==> config.mk <==
export PLATFORM = sky130hd
export DESIGN_NAME = vxe_regio_ctrl
export DESIGN_NICKNAME = d
export VERILOG_FILES = /design/src/rtl/vxe_regio_ctrl.sv
export SDC_FILE = /design/constraint.sdc
export NUM_CORES = 1
export LEC_CHECK = 0
export ABC_CLOCK_PERIOD_IN_PS = 2000
export BUFFER_PORTS_ARGS = -buffer_cell sky130_fd_sc_hd__buf_2
export CAP_MARGIN = 0
export CORE_AREA = 3 3 144 146
export CTS_CLUSTER_SIZE = 14
export DETAILED_ROUTE_END_ITERATION = 6
export DIE_AREA = 0 0 147 149
export PLACE_DENSITY_LB_ADDON = 0.1
export SYNTH_ARGS = -nofsm -noshare
export SYNTH_HDL_FRONTEND = slang
export SYNTH_SLANG_ARGS = --single-unit
==> constraint.sdc <==
create_clock -name clk -period 2 [get_ports clk]
set_input_delay 0.3 -clock clk [delete_from_list [all_inputs] [get_ports clk]]
set_output_delay 0.3 -clock clk [all_outputs]
set_load 0.02 [all_outputs]
==> src/rtl/vxe_regio_ctrl.sv <==
// vxe_regio_ctrl: request/response front end for a bank of vxe_reg_rst registers.
//   Accepts one read/write request at a time (valid/ready), pulses the addressed
//   register's write enable for one cycle, and returns a completion (read data or
//   zero for writes) over a valid/ready response channel. Three-state FSM:
//   IDLE -> EXEC -> RESP -> IDLE, so a request takes 3 cycles without back-pressure.
// Ports:
//   clk, nrst                  clock (rising edge), synchronous active-low reset
//   i_req_vld/o_req_rdy        request handshake; i_req_wr/addr/data request fields
//   o_rsp_vld/i_rsp_rdy        response handshake; o_rsp_data/o_rsp_err response fields
//   o_reg_wr_en, o_reg_data    one-hot write enable and write data to the register bank
//   i_reg_data                 register bank outputs, reg k at [k*DATA_WIDTH +: DATA_WIDTH]
// Configuration:
//   VXE_REGIO_ADDR_ERR_EN      when defined, out-of-range requests complete with
//                              o_rsp_err=1; otherwise o_rsp_err is always 0.
module vxe_regio_ctrl #(
  parameter int NREGS      = 8,
  parameter int ADDR_WIDTH = 3,
  parameter int DATA_WIDTH = 32
) (
  input  logic                        clk,
  input  logic                        nrst,
  input  logic                        i_req_vld,
  output logic                        o_req_rdy,
  input  logic                        i_req_wr,
  input  logic [ADDR_WIDTH-1:0]       i_req_addr,
  input  logic [DATA_WIDTH-1:0]       i_req_data,
  output logic                        o_rsp_vld,
  input  logic                        i_rsp_rdy,
  output logic [DATA_WIDTH-1:0]       o_rsp_data,
  output logic                        o_rsp_err,
  output logic [NREGS-1:0]            o_reg_wr_en,
  output logic [DATA_WIDTH-1:0]       o_reg_data,
  input  logic [NREGS*DATA_WIDTH-1:0] i_reg_data
);

  typedef enum logic [1:0] {
    ST_IDLE,
    ST_EXEC,
    ST_RESP
  } state_t;

  state_t                  state_q,     state_d;
  logic                    req_rdy_q,   req_rdy_d;
  logic                    wr_q,        wr_d;
  logic [ADDR_WIDTH-1:0]   addr_q,      addr_d;
  logic                    rsp_vld_q,   rsp_vld_d;
  logic [DATA_WIDTH-1:0]   rsp_data_q,  rsp_data_d;
  logic                    rsp_err_q,   rsp_err_d;
  logic [NREGS-1:0]        reg_wr_en_q, reg_wr_en_d;
  logic [DATA_WIDTH-1:0]   reg_data_q,  reg_data_d;

  logic                    accept;
  logic                    rsp_done;
  logic                    addr_hit;
  logic [DATA_WIDTH-1:0]   rd_sel;

  // req_rdy_q already implies IDLE, so it alone qualifies the accept.
  assign accept   = i_req_vld & req_rdy_q;
  assign rsp_done = rsp_vld_q & i_rsp_rdy;

  // Read mux over the captured address; addr_hit is low for out-of-range indices.
  always_comb begin
    addr_hit = 1'b0;
    rd_sel   = '0;
    for (int unsigned k = 0; k < NREGS; k++) begin
      if (addr_q == ADDR_WIDTH'(k)) begin
        addr_hit = 1'b1;
        rd_sel   = i_reg_data[k*DATA_WIDTH +: DATA_WIDTH];
      end
    end
  end

  // State register and registered outputs
  always_ff @(posedge clk) begin
    if (!nrst) begin
      state_q     <= ST_IDLE;
      req_rdy_q   <= 1'b0;
      wr_q        <= 1'b0;
      addr_q      <= '0;
      rsp_vld_q   <= 1'b0;
      rsp_data_q  <= '0;
      rsp_err_q   <= 1'b0;
      reg_wr_en_q <= '0;
      reg_data_q  <= '0;
    end else begin
      state_q     <= state_d;
      req_rdy_q   <= req_rdy_d;
      wr_q        <= wr_d;
      addr_q      <= addr_d;
      rsp_vld_q   <= rsp_vld_d;
      rsp_data_q  <= rsp_data_d;
      rsp_err_q   <= rsp_err_d;
      reg_wr_en_q <= reg_wr_en_d;
      reg_data_q  <= reg_data_d;
    end
  end

  // Next-state logic
  always_comb begin
    state_d = state_q;
    unique case (state_q)
      ST_IDLE: if (accept)   state_d = ST_EXEC;
      ST_EXEC:               state_d = ST_RESP;
      ST_RESP: if (rsp_done) state_d = ST_IDLE;
      default:               state_d = ST_IDLE;
    endcase
  end

  // Output logic: next values of the registered outputs
  always_comb begin
    req_rdy_d   = (state_d == ST_IDLE);
    wr_d        = wr_q;
    addr_d      = addr_q;
    rsp_vld_d   = rsp_vld_q;
    rsp_data_d  = rsp_data_q;
    rsp_err_d   = rsp_err_q;
    reg_wr_en_d = '0;
    reg_data_d  = reg_data_q;

    // Write enable is decoded at accept so it is registered and live for the EXEC cycle.
    if (state_q == ST_IDLE && accept) begin
      wr_d   = i_req_wr;
      addr_d = i_req_addr;
      if (i_req_wr) begin
        for (int unsigned k = 0; k < NREGS; k++) begin
          if (i_req_addr == ADDR_WIDTH'(k)) begin
            reg_wr_en_d[k] = 1'b1;
            reg_data_d     = i_req_data;
          end
        end
      end
    end

    if (state_q == ST_EXEC) begin
      rsp_vld_d  = 1'b1;
      rsp_data_d = (!wr_q && addr_hit) ? rd_sel : '0;
`ifdef VXE_REGIO_ADDR_ERR_EN
      rsp_err_d  = !addr_hit;
`else
      rsp_err_d  = 1'b0;
`endif
    end

    if (state_q == ST_RESP && rsp_done) begin
      rsp_vld_d  = 1'b0;
      rsp_data_d = '0;
      rsp_err_d  = 1'b0;
    end
  end

  assign o_req_rdy   = req_rdy_q;
  assign o_rsp_vld   = rsp_vld_q;
  assign o_rsp_data  = rsp_data_q;
  assign o_rsp_err   = rsp_err_q;
  assign o_reg_wr_en = reg_wr_en_q;
  assign o_reg_data  = reg_data_q;

endmodule
==> reports/summary.md, run 1 <==
Synthesis produced 519 cells. The fraction of synthesized cell area in xor and xnor cells was 0%; the total global routing overflow was 0. The number of setup buffers added after CTS is 0. For the cell-internal power, the log shows 3.09 mW. Setup repair after global routing left no endpoint under its margin. The kind of end point of the critical path was a register. In this run the core area contains 51 standard-cell rows. The switching power of the nets was 1.30 mW; the total of fill cells in the finished design was 2118. The remaining number of nets flagged by the antenna check after routing is 0, and the clock edge transition at the registers on the reported setup and hold paths is 0.07 ns.

The initial DRC count came out at 139. The synthesized-area fraction occupied by ao, oa, aoi and oai cells was 13.4%; the total power was 4.40 mW. In this run, distinct cell masters in the synthesized netlist total 44.

The logs give 25.6% for the effective utilization at floorplan and 37.4% for the proportion of power drawn by the clock network. Measured against its own limit, the worst slew margin works out to 68.2%. The share of cells above drive strength 1 works out to 52.7%. Minimum clock period: 1.76 ns. For this run, design rule violations remaining after detail routing come to 0.

The clock passes through at most 2 buffers. Net switching is 29.7% of the power. The dominant synthesized flop cell was sky130_fd_sc_hd__dfxtp_1.

The logs give 0 for the number of pins with negative max-slew slack in the final report and 0.225 ns for the post-placement worst setup slack. The tightest min-delay check is of the in2reg type. Yosys printed 0 warnings. The detailed placer's ending HPWL was 16.7 mm. For the number of antenna violations at the first check in global routing, the log shows 4.

The number of nets in the synthesized netlist is 815, and the transition time of the tightest slew-check pin is 0.465 ns. After synthesis, the share of cell area in mux cells is 31.6%. The first detailed-routing pass took 4 iterations. STA classifies the critical path startpoint as a register. The logs give 2.22 ns for the required time of the worst setup path and 0.569 GHz for the peak clock frequency supported by timing. The critical-path maximum fanout came out at 22.

The floorplan step defined a die boundary enclosing 21900 um2. The placed instances occupy a cell area of 7150 um2. Count of final hold-check violations: 0. For the sequential standard cell area, the log shows 1610 um2. Placer congestion estimate: 0.813.

Of the total synthesized cell area, the portion taken by AND, OR, NAND and NOR gates is 16.8%. The total non-filler cell area in the finished layout is 7440 um2. The placeable core region is 19500 um2, and the number of register bits inferred by synthesis is 80. Of the total power, registers draw 38.9%. During placement, the flow inserted port buffers numbering 369. The max capacitance violation total was 0; the post-synthesis share of cell area spent on full adders, half adders and majority gates was 0%.

Of the total power, combinational logic draws 23.7%. In the final routed layout, each cell accounts on average for 18.6 um. For the total routing usage reported by global routing, the log shows 18.6%. For this run, the slowest stage of the critical path takes 0.61 ns. Slowest library cell on the worst path: sky130_fd_sc_hd__dfxtp_4. Across the VDD grid, the largest voltage drop is 0.411 mV. The worst path uses 87.9% of the clock period. In the layout the commonest cells are 369 x sky130_fd_sc_hd__buf_2, 101 x sky130_fd_sc_hd__nand2_1, 78 x sky130_fd_sc_hd__dfxtp_1. The clock latency of the later-clocked register in the worst-skew pair was 0.34 ns. The async set or reset register ratio after synthesis works out to 0%. The synthesis-to-layout area growth was 49.1%; the number of vias per cell was 4.65. Most common library cell in the layout ignoring fill and taps: sky130_fd_sc_hd__buf_2. The areal power density over the cells was 591 nW/um2; the area of combinational cells with multiple inputs was 3090 um2. The run gives 0 as the setup-violating endpoint count in the final report. Cell leakage power: 3.42 nW. The total wire length after detailed routing is 21.3 mm. In this run the number of H-tree levels came out at 3. Data arrives at the worst endpoint at 1.98 ns. After synthesis, flip-flops and latches occupy 32.1% of the total area. After the last flow step, the layout net total stands at 1167.

The tools report the number of sinks driven by the clock tree as 80. TritonCTS created 9 clock buffers. From left edge to right edge, the die measures 147 um. The count of cells resized by post-cts repair came out at 0. The run finished with clean final reports. Entering global routing, the biggest net connects 40 pins.

TritonCTS built the clock tree. The first global-routing pass estimated 31.5 mm of wire. In the final timing run, aggregate negative setup slack is 0 ns.

The mapped netlist covers 4990 um2. The largest family of logic cells by synthesized area is multiplexers. Across the routed clock network, the largest skew measured is 0.00938 ns.

Number of vias after detailed routing: 5311. The number of hold buffers added after CTS was 0. Counting flops with a built-in enable in the synthesized netlist gives 0. For the final critical-path setup slack, the log shows 0.242 ns.

The via count of the first global-routing pass came out at 5541. The worst setup path is of the reg2reg kind. The signal on the critical path passes through buf_12 > mux4_2 > mux2i_1 > o21ai_0. In this run the vertical extent of the chip is 149 um. The tools report the count of boundary I/O pins as 371. The root buffer cell chosen for the clock tree is sky130_fd_sc_hd__clkbuf_16. In this run the mean area of a mapped cell was 9.62 um2.
==> Yosys cell counts, types with 4 or more instances <==
cell                        instances  area share (%)
sky130_fd_sc_hd__inv_1              6            0.45
sky130_fd_sc_hd__nand2_1          101             7.6
sky130_fd_sc_hd__nand2b_1          31             3.9
sky130_fd_sc_hd__o41ai_1            4            0.70
sky130_fd_sc_hd__o21ai_0           44             4.4
sky130_fd_sc_hd__clkbuf_1           9            0.68
sky130_fd_sc_hd__a211oi_1           4            0.60
sky130_fd_sc_hd__a21oi_1           38             3.8
sky130_fd_sc_hd__nor2b_1            9             1.1
sky130_fd_sc_hd__dfxtp_1           80              32
sky130_fd_sc_hd__o22ai_1            4            0.50
sky130_fd_sc_hd__mux4_2            48              22
sky130_fd_sc_hd__nor2_1            21             1.6
sky130_fd_sc_hd__buf_4             10             1.5
sky130_fd_sc_hd__mux2i_1           31             6.2
sky130_fd_sc_hd__buf_2             21             2.1
sky130_fd_sc_hd__o21ai_1            9            0.90
sky130_fd_sc_hd__a2bb2oi_1          4            0.70
sky130_fd_sc_hd__mux2_2             5             1.1
sky130_fd_sc_hd__buf_6              4            0.90
sky130_fd_sc_hd__mux4_1             4             2.1
==> critical path, delay by kind of cell, from the launching register on <==
family,cells,cell delay (ns)
muxes,2,0.70
DFF,1,0.61
buffers and inverters,1,0.22
AOI/OAI and AO/OA,1,0.10
==> state kept, by name (all words and copies together) (netlist names) <==
signal and cells:
addr_q 3, o_reg_data 32, o_reg_wr_en 8, o_req_rdy 1
o_rsp_data 32, o_rsp_vld 1, state_q 2, wr_q 1
==> cell families after synthesis <==
logic type,after synthesis
other,1
muxes,90
AOI/OAI and AO/OA,116
and+or+nand+nor,179
buffers and inverters,53
DFF,80
==> path summary, 6_finish.rpt <==
path,startpoint,endpoint,slack (ns),cells after the start
worst min register to register,o_rsp_data[15],o_rsp_data[15],0.45,2
worst max-delay path,addr_q[0],o_rsp_data[29],0.24,4
worst min-delay path,i_req_data[9],o_reg_data[9],0.19,3
worst max register to register,addr_q[0],o_rsp_data[29],0.24,4
==> power by group through the flow <==
stage	registers, mW	clock network, mW	logic (mW)
floorplan	1.78	0	0.531
global placement	1.75	0	1.05
detailed placement	1.75	0	1.05
CTS	1.71	1.73	1.05
global route	1.72	1.79	1.14
finish	1.71	1.64	1.04
==> per-stage QoR <==
step / utilization, % / cells / hold WS [ns]
CTS: 38.1 / 1141 / 0.167
floorplan: - / 519 / 0.378
detailed placement: 36.6 / 1125 / 0.431
finish: 38.1 / 1143 / 0.186
global placement: 36.6 / 1125 / 0.432
global route: 38.1 / 1142 / 0.169
==> cell type report <==
class                      instances  share of cell area [%]
inverter                           7                   0.353
multi-input combinational        386                    41.5
sequential                        80                    21.6
antenna                            2                  0.0673
tap                              265                    4.46
clock inverter                     7                   0.841
clock buffer                       9                    3.03
timing repair buffer             387                    28.2
==> metal layers <==
layer | part of all wire [%] | GRT usage, %
met5 | 0.13 | 0
met4 | 1.2 | 3.68
met3 | 8.8 | 7.51
met2 | 50 | 32.9
met1 | 40 | 21.5
No activity file was read; power rests on OpenSTA's default activity.
==> inputs of run 2 (changes only) <==
CORE_AREA = 3 3 141 143   (was 3 3 144 146)
DIE_AREA = 0 0 144 146   (was 0 0 147 149)
==> reports/summary.md, run 2 (synthesis results as in run 1) <==
The count of buffering cells on the critical path with inverters included came out at 1 (unchanged). Broken down by cell family, the worst path's largest delay share belongs to multiplexers. The total non-filler cell area in the finished layout was 7450 um2 (+0.13%); the cell-internal power was 3.27 mW (+5.8%). The endpoint identified for the worst register-to-register timing path is o_rsp_data[19]. The number of cells on the worst hold path is 3 (unchanged). The flow ran to the end, and the final reports show no timing, DRC or antenna violations. The placer congestion estimate came out at 0.899 (+11%).

The number of port buffers is 369 (unchanged). The worst setup path is launched from a register. Switching power as a share of total power: 27.8% (-1.8 points). The post-placement cell area is 7120 um2 (-0.33%).

The tools report the count of final hold-check violations as 0 (unchanged). The height of the chip came out at 146 um (-2.0%). The transition time of the tightest slew-check pin is 0.536 ns (+0.0713 ns). Setup repair after global routing left no endpoint under its margin.

The worst hold endpoint was o_reg_data[13]. The number of vias per cell is 4.86 (+4.6%). Count of cells along the worst register-to-register path: 4 (unchanged).

The worst register-to-register path begins at addr_q[0]. The data arrival at the endpoint of the critical path is 1.91 ns (-0.07 ns). The final critical-path share of the clock period was 84.3% (-3.6 points); the count of boundary I/O pins was 371 (unchanged).

The tools report the sequential standard cell area as 1610 um2 (unchanged). The share of cells above drive strength 1 was 52.7% (about the same); the cell leakage power was 3.44 nW (+0.56%). For the number of sinks driven by the clock tree, the log shows 80 (unchanged). The areal power density over the cells was 608 nW/um2 (+2.9%); the total global routing overflow was 0 (unchanged). The tools report the total routing usage reported by global routing as 20.2% (+1.5 points). For the number of buffers inserted by hold repair at cts, the log shows 0 (unchanged). The tools report the total CTS buffers as 9 (unchanged). The sequential group share of total power came out at 37.7% (-1.2 points).

Class of the most critical setup path: reg2reg. The run gives 22.1 mm (+3.7%) as the total wire length after detailed routing. Worst min-delay path startpoint: i_req_data[13]. Count of cells resized by post-cts repair: 0 (unchanged).

Remaining design rule violation count: 0 (unchanged). The minimum setup slack among reg-to-reg paths is 0.31 ns (+0.07 ns), and the required time of the worst setup path is 2.22 ns (about the same). The tools report the max capacitance violation total as 0 (unchanged). The first-pass iteration count of the detailed router was 4 (unchanged); the total negative slack for setup checks was 0 ns (unchanged). The maximum buffer depth of the clock tree came out at 2 (unchanged).

Switching power of the nets: 1.26 mW (-3.3%). The tools report the global-route wire length before repair as 32.2 mm (+2.3%). The die outline area was 21000 um2 (-4.0%). The via count of the first global-routing pass is 5570 (+0.52%). Pin count of the biggest net entering global routing: 41 (+2.5%). The number of levels in the clock H-tree is 3 (unchanged). The library cell used most frequently in the layout, excluding fill and tap cells, is sky130_fd_sc_hd__buf_2. The tools report the number of setup buffers added after CTS as 0 (unchanged).

The run gives 3090 um2 (unchanged) as the area of combinational cells with multiple inputs. Critical-path maximum fanout: 22 (unchanged). For the number of antenna violations at the first check in global routing, the log shows 9 (+5). Kind of end point of the critical path: a register.

The minimum clock period is 1.69 ns (-0.0727 ns). The average detailed-routed wire length per instance was 19.8 um (+6.2%); the worst slew margin relative to its limit was 64.0% (-4.2 points). The number of pins with negative max-slew slack in the final report was 0 (unchanged); the synthesis-to-layout area growth was 49.3%. The tree is rooted in a sky130_fd_sc_hd__clkbuf_16.

The remaining number of nets flagged by the antenna check after routing came out at 0 (unchanged). The top cell types in the final layout, fill and taps aside, are 369 x sky130_fd_sc_hd__buf_2, 101 x sky130_fd_sc_hd__nand2_1, 78 x sky130_fd_sc_hd__dfxtp_1. The run gives 17.5 mm (+4.8%) as the detailed placer's ending HPWL. The total of fill cells in the finished design was 1927 (-9.0%); the clock edge transition at the registers on the reported setup and hold paths was 0.07 ns (about the same).

The portion of total power attributed to combinational logic came out at 23.2% (-0.5 points). For the peak clock frequency supported by timing, the log shows 0.593 GHz (+4.3%). The tools report the clock skew as 0.00574 ns (-0.00364 ns). The tightest min-delay check is of the in2reg type.

Layout net count: 1169 (+0.17%). The signal on the critical path passes through buf_12 > mux4_2 > mux2i_1 > o21ai_0. The setup-violating endpoint count in the final report was 0 (unchanged); the horizontal die dimension was 144 um (-2.0%). The biggest cell delay along the critical path came out at 0.59 ns (-0.02 ns). The clock latency of the later-clocked register in the worst-skew pair was 0.34 ns (about the same); the effective utilization at floorplan was 26.7% (+1.1 points). TritonCTS built the clock tree. The number of vias after detailed routing was 5424 (+2.1%); the proportion of power drawn by the clock network was 39.1% (+1.7 points).

The tools report the floorplan row count as 50 (-2.0%). The slowest stage of the critical path is the sky130_fd_sc_hd__dfxtp_4 cell. The worst voltage drop across the vdd grid was 0.454 mV (+10%). The placeable core region was 18700 um2 (-4.2%).

The initial DRC count is 177 (+27%).
==> run 2: worst max-delay path by stage <==
stage | slack [ns] | to | cells after the start | startpoint
finish | 0.31 | o_rsp_data[19] | 4 | addr_q[0]
global route | 0.19 | o_rsp_data[8] | 4 | addr_q[0]
CTS | 0.28 | o_rsp_data[22] | 4 | addr_q[0]
detailed placement | 0.28 | o_rsp_data[25] | 4 | addr_q[0]
global placement | 0.31 | o_rsp_data[25] | 4 | addr_q[0]
floorplan | 0.56 | o_rsp_data[6] | 5 | addr_q[0]
==> run 2: per-stage QoR <==
step                power (mW)  hold slack [ns]  cells  util, %  worst slack (ns)
global placement          2.80            0.434   1096     38.1             0.313
global route              4.77            0.173   1116     39.8             0.190
detailed placement        2.80            0.440   1096     38.1             0.278
finish                    4.53            0.188   1116     39.8             0.314
CTS                       4.62            0.166   1112     39.8             0.281
floorplan                 2.31            0.378    519        -             0.560
==> run 2: worst min-delay path, delay by kind of cell <==
family          cells  cell delay (ns)
compound gates      1             0.05
buf+inv             1             0.09
simple gates        1             0.04
==> run 2: metal layers <==
| layer | vias to the layer above | share of wire, % | global-route usage (%) |
|---|---|---|---|
| met5 | - | 0.29 | 0 |
| met4 | 10 | 1.8 | 5.04 |
| met3 | 34 | 10 | 7.85 |
| met2 | 245 | 49 | 34.0 |
| met1 | 2531 | 39 | 24.0 |
| li1 | 2604 | - | - |
==> run 2: area by class of cell <==
cell class	count	area share, %
Clock inverter	5	0.857
Tap cell	234	3.93
Inverter	7	0.353
Timing Repair Buffer	389	28.3
Antenna cell	4	0.134
Sequential cell	80	21.6
Multi-Input combinational cell	386	41.4
Clock buffer	11	3.39
==> run 2: power by group through the flow <==
stage	Combinational [mW]	Clock [mW]	Sequential (mW)
after global placement	1.06	0	1.74
after detailed placement	1.06	0	1.74
after global routing	1.15	1.91	1.72
after floorplan	0.531	0	1.78
final	1.05	1.77	1.71
after CTS	1.06	1.85	1.71
